### src/rtl/key_event_arbiter.sv
// Round-robin arbiter that merges per-key press/release pulses into one
// valid/ready event stream, holding one pending event per key.
module key_event_arbiter #(
  parameter int KEY_NUM = 4,
  parameter int ID_W    = 2
) (
  input  logic               clk,
  input  logic               rst,
  input  logic [KEY_NUM-1:0] i_Key_flag,
  input  logic [KEY_NUM-1:0] i_Key_state,
  output logic               o_Evt_valid,
  input  logic               i_Evt_ready,
  output logic [ID_W-1:0]    o_Evt_key,
  output logic               o_Evt_press,
  output logic [KEY_NUM-1:0] o_Ovr,
  input  logic               i_Ovr_clr
);

  typedef enum logic {
    IDLE = 1'b0,
    HOLD = 1'b1
  } state_t;

  state_t state_q;
  state_t state_d;

  logic [KEY_NUM-1:0] pend_q;
  logic [KEY_NUM-1:0] pend_d;
  logic [KEY_NUM-1:0] kind_q;
  logic [KEY_NUM-1:0] kind_d;
  logic [KEY_NUM-1:0] ovr_d;
  logic [KEY_NUM-1:0] ovr_set;
  logic [KEY_NUM-1:0] grant_oh;

  logic [ID_W-1:0] rr_q;
  logic [ID_W-1:0] rr_d;
  logic [ID_W-1:0] win;
  logic [ID_W-1:0] key_d;

  logic found;
  logic slot_free;
  logic grant;
  logic press_d;

  assign o_Evt_valid = (state_q == HOLD);
  assign slot_free   = (state_q == IDLE) | i_Evt_ready;
  assign grant       = slot_free & found;

  // Rotating search starting at rr_q; first set pend bit wins.
  always_comb begin
    int idx;
    logic [ID_W-1:0] sel;
    found = 1'b0;
    win   = '0;
    idx   = 0;
    sel   = '0;
    for (int i = 0; i < KEY_NUM; i++) begin
      idx = (int'(rr_q) + i) % KEY_NUM;
      sel = ID_W'(idx);
      if (!found && pend_q[sel]) begin
        found = 1'b1;
        win   = sel;
      end
    end
  end

  always_comb begin
    grant_oh = '0;
    if (grant) begin
      grant_oh[win] = 1'b1;
    end
  end

  // A flag on a key being granted this edge re-arms it without overrun.
  always_comb begin
    ovr_set = i_Key_flag & pend_q & ~grant_oh;
    pend_d  = (pend_q & ~grant_oh) | i_Key_flag;
    kind_d  = (kind_q & ~i_Key_flag) | (~i_Key_state & i_Key_flag);
    ovr_d   = (i_Ovr_clr ? '0 : o_Ovr) | ovr_set;
  end

  always_comb begin
    int nxt;
    state_d = state_q;
    key_d   = o_Evt_key;
    press_d = o_Evt_press;
    rr_d    = rr_q;
    nxt     = int'(win) + 1;
    unique case (1'b1)
      (state_q == IDLE): begin
        if (found) begin
          state_d = HOLD;
        end
      end
      (state_q == HOLD): begin
        if (i_Evt_ready) begin
          state_d = found ? HOLD : IDLE;
        end
      end
      default: state_d = IDLE;
    endcase
    if (grant) begin
      key_d   = win;
      press_d = kind_q[win];
      rr_d    = (nxt >= KEY_NUM) ? '0 : ID_W'(nxt);
    end
  end

  always_ff @(posedge clk or posedge rst) begin
    if (rst) begin
      state_q     <= IDLE;
      pend_q      <= '0;
      kind_q      <= '0;
      rr_q        <= '0;
      o_Evt_key   <= '0;
      o_Evt_press <= 1'b0;
      o_Ovr       <= '0;
    end else begin
      state_q     <= state_d;
      pend_q      <= pend_d;
      kind_q      <= kind_d;
      rr_q        <= rr_d;
      o_Evt_key   <= key_d;
      o_Evt_press <= press_d;
      o_Ovr       <= ovr_d;
    end
  end

endmodule

### config.mk
export PLATFORM = sky130hd
export DESIGN_NAME = key_event_arbiter
export DESIGN_NICKNAME = d
export VERILOG_FILES = /design/src/rtl/key_event_arbiter.sv
export SDC_FILE = /design/constraint.sdc
export NUM_CORES = 1
export LEC_CHECK = 0
export BUFFER_PORTS_ARGS = -buffer_cell sky130_fd_sc_hd__buf_4
export CORE_AREA = 2 2 47 49
export CTS_CLUSTER_DIAMETER = 80
export DETAILED_ROUTE_END_ITERATION = 8
export DIE_AREA = 0 0 49 51
export PLACE_DENSITY = 0.76
export SYNTH_ARGS = -nofsm -noshare
export SYNTH_HDL_FRONTEND = slang
export SYNTH_SLANG_ARGS = --single-unit
### constraint.sdc
create_clock -name clk -period 1.76 [get_ports clk]
set_input_delay 0.264 -clock clk [delete_from_list [all_inputs] [get_ports clk]]
set_output_delay 0.264 -clock clk [all_outputs]
set_load 0.01 [all_outputs]
==> out/qor.yml <==
worst_setup_path:
  start_kind: "flop"
  end_kind: "flop"
  arrival_ns: 1.83
  r2r-end: "pend_q[3]"
  timing.rr.start: "pend_q[3]"
  rrSetupSlack_ns: 0.12
  reg2regPathDepth: 7
  path_class: "flop to flop"
  cp.required_ns: 1.95
  cp_max_fo: 5
  critical_path.endpoint: "pend_q[3]"
  startpoint: "pend_q[3]"
power_and_ir_drop:
  power.total_uw: 1744
  power_frac_seq: 0.385
  peakVddDrop_mv: 0.8965
  powerDensity_mw_per_mm2: 1547
  power.internal_uw: 1059
  power_frac_clock: 0.114
  leakage_uw: 0.0005675
  power_switching_uw: 684.3
  sw_frac_of_total: 0.3924
  comb_power_share: 0.501
timing:
  setup_viol: 0
  maxSlewViolCount: 0
  setup_tns_ns: 0
  rsz0062_at_grt: "false"
  slew_headroom: 0.5418
  min_period_ns: 1.643
  timing.hold.ws_ns: 0.07718
  hold_viol_final: 0
  min_period_over_period: 0.9334
  fin_worst_skew_ns: 0.001719
  worstMarginPinSlew_ns: 0.6866
  fmax_mhz: 608.7
grt:
  grt_pass1_wl_mm: 2.953
  antenna_found_initial: 0
  track_usage: 0.1551
  grt_pass1_vias: 683
  grt_max_degree: 19
  grt-ovfl-total: 0
clock_tree:
  clock-sinks: 18
  cts_max_level: 1
  clk_pin_slew_worst_paths_ns: 0.09
  ctsRootBufferMaster: "clkbuf_4"
  cts_tree: "done"
  cts_buffers: 3
  cts_hold_buf: 0
  clk_path_buf_depth: 2
  worstSkewPairLatency_ns: 0.29
logic_synthesis:
  ys_warn_count: 0
  synth_top_area_frac: 0.5172
  syn_area_um2: 870.8
  synth-async-reset-ratio: 1.000
  synth_edf_count: 0
  avgSynthCellArea_um2: 9.896
  yosys.area.top_type: "dfrtp_1"
  synth_cell_type_count: 27
  yosysSeqAreaShare: 0.5172
  syn_inst: 88
  synthFlopType: "dfrtp_1"
  synth_area_leaders: "dfrtp_1 52%, ha_1 5.7%, inv_1 5.6%"
  syn-num-nets: 104
  synth_seq_cells: 18
layout:
  syn_to_final_growth_pct: 29.45
  seqCellArea_um2: 451.7
  fin_util: 0.5464
  fillerInstances: 189
  diodes: 0
  drive_gt1_frac: 0.3186
  final_cells: 141
  final_nets: 131
  multi_input_area_um2: 389.1
floorplan:
  initial_utilization: 0.4221
  io_pins: 20
  die_area_mm2: 0.002499
  die_h_um: 51
  die-width_um: 49
  core_mm2: 0.002063
  rows: 17
routing:
  first_pass_iters: 3
  drt_iter0_markers: 6
  avgRoutedWirePerCell_um: 12.59
  ant_nets: 0
  drc: 0
  vias_per_cell: 4.936
  wl_mm: 1.775
  vias: 696
placed_design:
  hpwl_mm: 1.361
  globalplace.congestion: 0.8436
  dp_cells: 137
  io_buffers: 19
run:
  maxCapViolations: 0
outcome:
  status: "complete, no violations"
worst_hold_path:
  hold_class: "input port to asynchronous set/reset pin"
-- final cells by class --
class / instances / area share
clock buffers: 3 / 0.01998
inverters: 13 / 0.04329
multi-input cells: 55 / 0.3452
flip-flops and latches: 18 / 0.4007
well taps: 28 / 0.03108
repair buffers: 24 / 0.1598
-- placed cells by master (no fill, tap or decap) --
master,count
a2111oi_4,1
a211o_1,1
a21o_1,4
a21o_2,1
a21oi_1,3
a221oi_2,1
and2b_1,1
buf_4,24
clkbuf_4,3
dfrtp_1,17
dfrtp_2,1
ha_1,4
inv_1,13
mux2i_1,4
nand2_1,12
nand2b_1,1
nand3_1,4
nor2_1,3
nor2_2,2
nor2b_1,1
nor4_2,1
o211ai_1,1
o21ai_0,5
o21ai_1,1
o21bai_1,1
o221ai_2,1
or2_2,1
or3_1,1
-- worst max-delay path: stages (launching register included) --
cell and delay [ns]:
dfrtp_1 0.47, nor2_2 0.07, a2111oi_4 0.37, nor2_2 0.11, inv_1 0.09, ha_1 0.15, nand2_1 0.06, a21o_2 0.22
-- power groups by stage --
stage                     sequential [uW]  combinational [uW]  clock (uW)
after floorplan                       685                 458           0
after detailed placement              664                 786           0
final                                 672                 873         198
after CTS                             656                 800         205
after global routing                  691                 966         216
after global placement                660                 759           0
-- per-stage QoR --
stage / area (um2) / setup WS, ns
after CTS: 1087 / 0.002637
after global placement: 1062 / 0.06620
after detailed placement: 1062 / 0.006368
after floorplan: 870.8 / 0.06255
final: 1127 / 0.1172
after global routing: 1127 / 0.03786
-- routing by layer --
| metal | wire length [um] | global-route usage | vias to the layer above |
|---|---|---|---|
| met3 | 48 | 0.01754 | 2 |
| met4 | 18 | 0.07143 | 0 |
| li1 | - | - | 343 |
| met5 | 0 | 0 | - |
| met1 | 775 | 0.1913 | 340 |
| met2 | 933 | 0.2740 | 11 |
-- synthesized netlist by cell type (all sizes together), types with 2 or more instances --
cell type,number
dfrtp,18
o21ai,6
buf,2
a21o,5
mux2i,4
nor2,5
nand2,12
a21oi,3
nand3,4
inv,13
ha,4
-- repair_timing --
action,CTS,global route
pin swaps,0,1
setup endpoints to repair,1,10
setup buffers,0,1
hold endpoints to repair,0,0
resized for setup,1,5
-- how the worst min path moves through the flow --
stage                     cells past startpoint                          to  slack, ns  startpoint
after floorplan                               1  asynchronous set/reset pin       0.20         rst
after global placement                        2                    o_Ovr[2]       0.40         rst
after detailed placement                      2                    o_Ovr[2]       0.41         rst
after CTS                                     2                   pend_q[2]       0.09         rst
after global routing                          2                   pend_q[2]       0.13         rst
final                                         2                   pend_q[2]       0.08         rst
-- logic make-up (layout without fill, tap and decap cells) --
group,after synthesis,in the layout,synth area share
muxes,4,4,0.04598
and+or+nand+nor,27,27,0.1437
buffers and inverters,15,40,0.07471
AOI/OAI and AO/OA,20,20,0.1609
DFF,18,18,0.5172
adders and majority gates,4,4,0.05747
Power figures use the tool's default switching activity.
